### src/rtl/btb_predictor.sv
// btb_predictor: direct-mapped branch target buffer with per-entry saturating
// direction counters. Lookup and mispredict detection are combinational; a
// two-state FSM walks the table to invalidate it on flush.
// Optional feature macro: BTB_PERF_CNT_EN (lookup/hit/mispredict counters).
module btb_predictor #(
    parameter int XLEN    = 32,
    parameter int ENTRIES = 64,
    parameter int CTR_W   = 2
) (
    input  logic            clk,
    input  logic            rst,
    input  logic            if_valid,
    input  logic [XLEN-1:0] if_pc,
    output logic            pred_taken,
    output logic [XLEN-1:0] pred_target,
    input  logic            upd_valid,
    input  logic [XLEN-1:0] upd_pc,
    input  logic            upd_is_jump,
    input  logic            upd_taken,
    input  logic [XLEN-1:0] upd_target,
    input  logic            upd_pred_taken,
    input  logic [XLEN-1:0] upd_pred_target,
    output logic            mispredict,
    output logic [XLEN-1:0] redirect_pc,
    input  logic            flush,
    output logic            busy,
    output logic [31:0]     perf_lookups,
    output logic [31:0]     perf_hits,
    output logic [31:0]     perf_mispredicts
);
    localparam int IDX   = $clog2(ENTRIES);
    localparam int TAG_W = XLEN - IDX - 2;
    localparam logic [CTR_W-1:0] CTR_MAX  = '1;
    localparam logic [CTR_W-1:0] CTR_WEAK = CTR_W'(1) << (CTR_W - 1);
    localparam logic [IDX-1:0]   LAST_IDX = IDX'(ENTRIES - 1);

    typedef enum logic {IDLE, FLUSH} state_t;

    function automatic logic [CTR_W-1:0] sat_inc(input logic [CTR_W-1:0] c);
        return (c == CTR_MAX) ? c : c + CTR_W'(1);
    endfunction

    function automatic logic [CTR_W-1:0] sat_dec(input logic [CTR_W-1:0] c);
        return (c == '0) ? c : c - CTR_W'(1);
    endfunction

    logic [ENTRIES-1:0] valid;
    logic [TAG_W-1:0]   tag_mem [ENTRIES];
    logic [XLEN-1:0]    tgt_mem [ENTRIES];
    logic [CTR_W-1:0]   ctr_mem [ENTRIES];

    state_t         state, state_nxt;
    logic [IDX-1:0] cnt, cnt_nxt;

    logic [IDX-1:0]   lk_idx, up_idx;
    logic [TAG_W-1:0] lk_tag, up_tag;
    logic             lk_hit, up_hit, up_en;

    assign busy = (state == FLUSH);

    assign lk_idx = if_pc[IDX+1:2];
    assign lk_tag = if_pc[XLEN-1:IDX+2];
    assign lk_hit = valid[lk_idx] & (tag_mem[lk_idx] == lk_tag) & ~busy;

    assign pred_taken  = lk_hit & ctr_mem[lk_idx][CTR_W-1];
    assign pred_target = pred_taken ? tgt_mem[lk_idx] : if_pc + XLEN'(4);

    assign mispredict  = upd_valid & ((upd_taken != upd_pred_taken) |
                                      (upd_taken & (upd_target != upd_pred_target)));
    assign redirect_pc = upd_taken ? upd_target : upd_pc + XLEN'(4);

    assign up_idx = upd_pc[IDX+1:2];
    assign up_tag = upd_pc[XLEN-1:IDX+2];
    assign up_hit = valid[up_idx] & (tag_mem[up_idx] == up_tag);
    assign up_en  = upd_valid & ~busy;

    // FSM state and flush walk counter
    always_ff @(posedge clk or posedge rst) begin
        if (rst) begin
            state <= IDLE;
            cnt   <= '0;
        end else begin
            state <= state_nxt;
            cnt   <= cnt_nxt;
        end
    end

    // Next-state logic: flush starts a walk over every entry, ignored while walking
    always_comb begin
        state_nxt = state;
        cnt_nxt   = cnt;
        case (state)
            IDLE: begin
                cnt_nxt = '0;
                if (flush) state_nxt = FLUSH;
            end
            FLUSH: begin
                cnt_nxt = cnt + IDX'(1);
                if (cnt == LAST_IDX) state_nxt = IDLE;
            end
            default: state_nxt = IDLE;
        endcase
    end

    // Valid bits: cleared by reset or the flush walk, set on allocation
    always_ff @(posedge clk or posedge rst) begin
        if (rst) begin
            valid <= '0;
        end else if (busy) begin
            valid[cnt] <= 1'b0;
        end else if (up_en & ~up_hit & upd_taken) begin
            valid[up_idx] <= 1'b1;
        end
    end

    // Entry payload: counter training on hits, allocation on taken misses
    always_ff @(posedge clk) begin
        if (up_en) begin
            if (up_hit) begin
                if (upd_is_jump) begin
                    ctr_mem[up_idx] <= CTR_MAX;
                    tgt_mem[up_idx] <= upd_target;
                end else if (upd_taken) begin
                    ctr_mem[up_idx] <= sat_inc(ctr_mem[up_idx]);
                    tgt_mem[up_idx] <= upd_target;
                end else begin
                    ctr_mem[up_idx] <= sat_dec(ctr_mem[up_idx]);
                end
            end else if (upd_taken) begin
                tag_mem[up_idx] <= up_tag;
                tgt_mem[up_idx] <= upd_target;
                ctr_mem[up_idx] <= upd_is_jump ? CTR_MAX : CTR_WEAK;
            end
        end
    end

`ifdef BTB_PERF_CNT_EN
    logic [31:0] lookups_q, hits_q, mispredicts_q;

    // Performance counters: wrap freely, cleared only by reset
    always_ff @(posedge clk or posedge rst) begin
        if (rst) begin
            lookups_q     <= '0;
            hits_q        <= '0;
            mispredicts_q <= '0;
        end else begin
            if (if_valid & ~busy)    lookups_q     <= lookups_q + 32'd1;
            if (if_valid & pred_taken) hits_q      <= hits_q + 32'd1;
            if (mispredict)          mispredicts_q <= mispredicts_q + 32'd1;
        end
    end

    assign perf_lookups     = lookups_q;
    assign perf_hits        = hits_q;
    assign perf_mispredicts = mispredicts_q;
`else
    logic unused_if_valid;
    assign unused_if_valid  = if_valid;
    assign perf_lookups     = '0;
    assign perf_hits        = '0;
    assign perf_mispredicts = '0;
`endif

endmodule

### config.mk
export PLATFORM = sky130hd
export DESIGN_NAME = btb_predictor
export DESIGN_NICKNAME = d
export VERILOG_FILES = /design/src/rtl/btb_predictor.sv
export SDC_FILE = /design/constraint.sdc
export NUM_CORES = 2
export LEC_CHECK = 0
export BUFFER_PORTS_ARGS = -buffer_cell sky130_fd_sc_hd__buf_4
export CAP_MARGIN = 20
export CORE_MARGIN = 2
export CORE_UTILIZATION = 45
export CTS_CLUSTER_DIAMETER = 100
export DETAILED_ROUTE_END_ITERATION = 6
export PLACE_DENSITY = 0.69
export SKIP_LAST_GASP = 1
export SYNTH_ARGS = -nofsm -noshare
export SYNTH_HDL_FRONTEND = slang
export SYNTH_SLANG_ARGS = --single-unit
### constraint.sdc
create_clock -name clk -period 7.2 [get_ports clk]
set_input_delay 1.44 -clock clk [delete_from_list [all_inputs] [get_ports clk]]
set_output_delay 1.44 -clock clk [all_outputs]
set_load 0.005 [all_outputs]
# == Word-level counts from Yosys, hierarchy flattened ==
# Memories as Yosys holds them, arrays and structs flattened.
# Index checks and enable logic that the tools add are counted.
# totals
ff_bits,71
ramBits,3712
in_bits,136
out_inout_bits,163
elab_cells,87
mem_count,3
# op_classes
add_sub_neg,5
order_cmp,5
n_eq_ne,6
muxes,41
bitwise_logic,20
n_reduce_logical,4
# mem_list
memory,depth,word_bits,read_ports,rd_clocked_by_memory_dff,wr,line_no,rtl
tgt_mem,64,32,1,0,1,49,logic [XLEN-1:0] tgt_mem [ENTRIES];
tag_mem,64,24,2,0,1,48,logic [TAG_W-1:0] tag_mem [ENTRIES];
ctr_mem,64,2,2,0,1,50,logic [CTR_W-1:0] ctr_mem [ENTRIES];
# ops
cell,n
two-way mux 32 bit,4
two-way mux 64 bit,2
adder 32 x 3 -> 32 bit (second input constant),2
bitwise AND 64 bit,1
NOT 64 bit,1
OR 64 bit,1
equality test 24 bit,2
!= test 32 bit,1
two-way mux 1 bit,24
less-than comparator 6 x 7 -> 1 bit (second input constant),3
binary-select mux 1 bit (select 6 bit),2
demux 1 bit (select 6 bit),2
>= comparator 6 x 1 -> 1 bit (second input constant),2
one-hot mux 6 bit (2 select lines),1
two-way mux 2 bit,5
bitwise AND 1 bit,9
adder 6 x 1 -> 6 bit (second input constant),1
equality test 6 bit (second input constant),1
OR 1 bit,6
adder 2 x 1 -> 2 bit (second input constant),1
equality test 2 bit (second input constant),1
logical AND 1 bit,2
logical NOT 2 bit,1
NOT 1 bit,2
4 further kinds,4

# == Depth between registers and ports, before layout ==
# logic_depth
word_depth,9
ltp_mapped,19
mapped_depth_nobuf,10

# == Least setup slack after synthesis ==
# Ideal clock, no wire load.
# synth_path
path_type,input-to-reg
startpoint,input port upd_pc[2]
endpoint,memory tgt_mem[59][0] (enable)
setup_ns,0.501
arrival_ns,7.528
path_slack_ns,-0.829
path_stages,14
path_cell_list,buf_2 > buf_4 > buf_2 > buf_2 > buf_2 > mux4_2 > nand3_1 > nand3_1 > nor4_1 > xor2_1 > nand4_1 > nor4_4 > a21oi_2 > nor4_1
# synth_via
elab_chain_len,8
elab_cells_between_ends,16
# synth_rtl
element,line_no,rtl
start: declaration,17,"input logic [XLEN-1:0] upd_pc,"
memory (64 x 24 bit) or binary-select mux 1 bit (select 6 bit) (tied branches),n/a,
equality test 24 bit or two-way mux 1 bit (tied branches),74,assign up_hit = valid[up_idx] & (tag_mem[up_idx] == up_tag);
bitwise AND 1 bit,74,
two-way mux 1 bit,119,if (up_hit) begin
two-way mux 1 bit,118,if (up_en) begin
two-way mux 1 bit (on tied branches),"122, 125",
OR 1 bit (no line) (2 in a row),n/a,
end: declaration,49,
# Parallel ways exist; a longest one is shown, timed or not. The select of a mux whose other input is x is not followed.

# == Worst setup path in the final report ==
# layout_path
startpoint,input port if_pc[5]
endpoint,output port pred_target[6]
# layout_via
elab_chain_len,6
elab_cells_between_ends,11
# layout_rtl
element,line_no,rtl
start: declaration,13,"input logic [XLEN-1:0] if_pc,"
memory (64 x 24 bit) or binary-select mux 1 bit (select 6 bit) (tied branches),n/a,
equality test 24 bit or two-way mux 1 bit (tied branches),63,assign lk_hit = valid[lk_idx] & (tag_mem[lk_idx] == lk_tag) & ~busy;
bitwise AND 1 bit (2 in a row),63,
bitwise AND 1 bit,65,assign pred_taken = lk_hit & ctr_mem[lk_idx][CTR_W-1];
two-way mux 32 bit (*),66,assign pred_target = pred_taken ? tgt_mem[lk_idx] : if_pc + XLEN'(4);
end: declaration,15,"output logic [XLEN-1:0] pred_target,"
# Every way passes the cells marked *; elsewhere a longest branch is shown, timed or not. The select of a mux whose other input is x is not followed.

==> qor.yml <==
endpoint_kind: "output pin"
yosysWarnings: 0
antenna_left: 0
fin_area_sq_mm: 0.192
cts.sinks: 3783
die_w_um: 605
clock.fmax_mhz: 137
fp.dieH_um: 605
syn-instance-count: 8163
p_total_w: 0.0479
port_buffers: 201
path_max_fanout: 27
startpoint_type: "primary input"
synth_compound_area_frac: 0.0433
synthXorXnorAreaFrac: 0.00651
placed_area_sq_mm: 0.179
synth_area_sq_mm: 0.163
slew_violations: 0
instances_no_fill: 14300
syn_avg_cell_area_sq_um: 19.9
grt.met1_usage: 0.402
synthMuxAreaShare: 0.203
overflow: 0
dp_cells: 13500
met3_usage: 0.0898
yosys.area_share.simple: 0.0272
antenna_found_initial: 47
core_sq_mm: 0.359
grt_start_max_net_pins: 144
routed-via-count: 99500
hold_path_class: "primary input to async pin"
p_leak_nw: 62.2
vias_per_cell: 6.96
postCtsSetupRepairBufs: 0
first_iter_violations: 18500
die_area_sq_mm: 0.366
ir_drop_v: 0.000225
fin_crit_ps: 7290
clockBufferDepth: 4
setup_ws_ps: -93.6
grt_setup_unrepaired: "false"
synth.area.top_cells: "edfxtp_1 68%, mux4_2 15%, mux2i_1 2.3%"
synth_cell_type_count: 100
critical_path_arrival_ps: 5850
violations: "setup timing"
start_util: 0.453
clockRootBuffer: "clkbuf_16"
route.detailed.drc: 0
period_share: 1.01
ys_seq_elements: 3783
path_clk_slew_ps: 60
cts_max_level: 5
rows: 220
grt_use_total: 0.324
firstDrtPassIters: 6
cts_hold_buf: 0
synth_top_family_by_area: "multiplexers"
timing.max_cap.violations: 0
synth_adder_area_share: 0.000231
synth_top_cell_by_area: "edfxtp_1"
crit_type: "primary input to output pin"
slew_headroom: 0.143
rrSetupSlack_ps: 2280
ys.flop_type: "edfxtp_1"
wl_um: 603000
power_density_mw_per_mm2: 250
ys_seq_area_frac: 0.696
drive_gt1_frac: 0.330
area_delta_synth_final_pct: 17.9
hold_viol: 0
grt_util_met2: 0.490
busiest_layer: "met2"
nets: 9299
cts_tree: "yes"
post-dp-hpwl_um: 402000
worst_pin_slew_ps: 1280
layout_common_cells: "3712 x edfxtp_1, 1104 x mux4_2, 841 x buf_4"
r2r_start: "tag_mem[5][6]$_DFFE_PP_"
setup_violations: 31
grt_pass1_vias: 95700
grt_pass1_wl_um: 808000
routedWlPerCell_um: 42.2
timing.rr.end: "tgt_mem[33][7]$_DFFE_PP_"
post-route-util: 0.534
globalplace.congestion: 1.00
clock_latency_ps: 940
ys_async_sr_fraction: 0.0188
numCtsBuffers: 374
synth_top_area_share: 0.685
cp.required_ps: 5760
synth_edf_count: 3712
clock_skew_ps: 65.4
num_io_pins: 299
fillers: 27400
layout_commonest_cell: "edfxtp_1"
r2r_cells: 13
status: "finished with violations"
[timing repair]
item / 4_1_cts / 5_1_grt
gates cloned: 2 / 3
endpoints found under the setup margin: 32 / 32
pin swaps: 1 / 3
resized for setup: 8 / 24
[through the flow]
step	hold WS, ps	worst slack, ps	setup TNS [ps]
after CTS	519	5.02	0
after global placement	501	-776	-24410
after detailed placement	506	-261	-7700
final	505	-93.6	-2450
after floorplan	473	-150	-271620
after global routing	512	10.4	0
[per-layer routing]
metal	routed length, um	vias to the layer above
met1	198000	51500
met5	165	-
met3	79500	2080
met4	52800	24
li1	-	36800
met2	272000	9168
[worst max-delay path: stages]
cell     delay (ps)
buf_8           160
buf_12          200
nor2b_4         450
buf_4           420
buf_4           280
a22oi_1         140
a211o_1         350
o21ai_0         170
nand2_1         300
nor3_1          380
nand4_1         170
or4_4           630
buf_12          220
mux2_4          320
buf_4           140
[power by group]
part	internal (W)	switching [W]	total, W
clock network	0.0109	0.00854	0.0195
registers	0.0243	0.000136	0.0244
logic	0.00149	0.00259	0.00407
[sequential cells by signal (all words and copies together) (netlist names)]
| name | cells |
|---|---|
| tag_mem | 1536 |
| busy | 1 |
| ctr_mem | 128 |
| cnt | 6 |
| valid | 64 |
| tgt_mem | 2048 |
[synthesized netlist by cell type (15+ instances only)]
master / instances
edfxtp_1: 3712
mux4_2: 1104
mux2i_1: 371
nand2_1: 247
clkbuf_1: 240
nor2_1: 186
buf_2: 180
a22oi_1: 178
o21ai_0: 145
buf_4: 139
mux4_1: 134
nor3_1: 119
a21oi_1: 114
nand3_1: 100
o22ai_1: 91
a221oi_1: 88
dfrtp_1: 71
xnor2_1: 61
xor2_1: 60
buf_1: 53
a22o_1: 50
mux2_2: 48
nand4_1: 46
a211oi_1: 42
o221ai_1: 37
nor2b_1: 33
mux2_4: 29
buf_6: 28
a32oi_1: 25
o211ai_1: 25
o21ai_1: 23
o22a_1: 23
and3_1: 22
nand2b_1: 22
o2bb2ai_1: 22
inv_1: 21
nor4_1: 19
a221o_1: 18
a2111oi_0: 17
a31oi_1: 15
[cell families (layout without fill, tap and decap cells)]
logic type	count (synthesis)	after routing
compound gates	983	983
fa+ha+maj	3	3
buf+inv	692	1898
xor+xnor	121	121
simple gates	894	894
mux	1686	1686
flops	3783	3783
other cells	1	165
[area by class of cell]
cell class / instances / area (sq um) / share of cell area
clock buffer: 446 / 9850 / 0.0513
inverter: 25 / 95.1 / 0.000496
antenna: 69 / 173 / 0.000900
multi-input combinational: 3783 / 47000 / 0.245
tap: 4773 / 5970 / 0.0311
clock inverter: 234 / 2110 / 0.0110
timing repair buffer: 1193 / 13400 / 0.0697
sequential: 3783 / 113000 / 0.590
[how the worst max path moves through the flow]
stage | from | endpoint | slack [ps] | depth (start not counted)
global placement | if_pc[2] | pred_target[1] | -780 | 14
finish | if_pc[5] | pred_target[6] | -90 | 15
CTS | if_pc[3] | pred_target[1] | 5 | 15
floorplan | upd_pc[2] | tgt_mem[34][0]$_DFFE_PP_ | -150 | 15
detailed placement | if_pc[2] | pred_target[1] | -260 | 15
global route | if_pc[5] | pred_target[23] | 10 | 15
No activity file was read; power rests on OpenSTA's default activity.
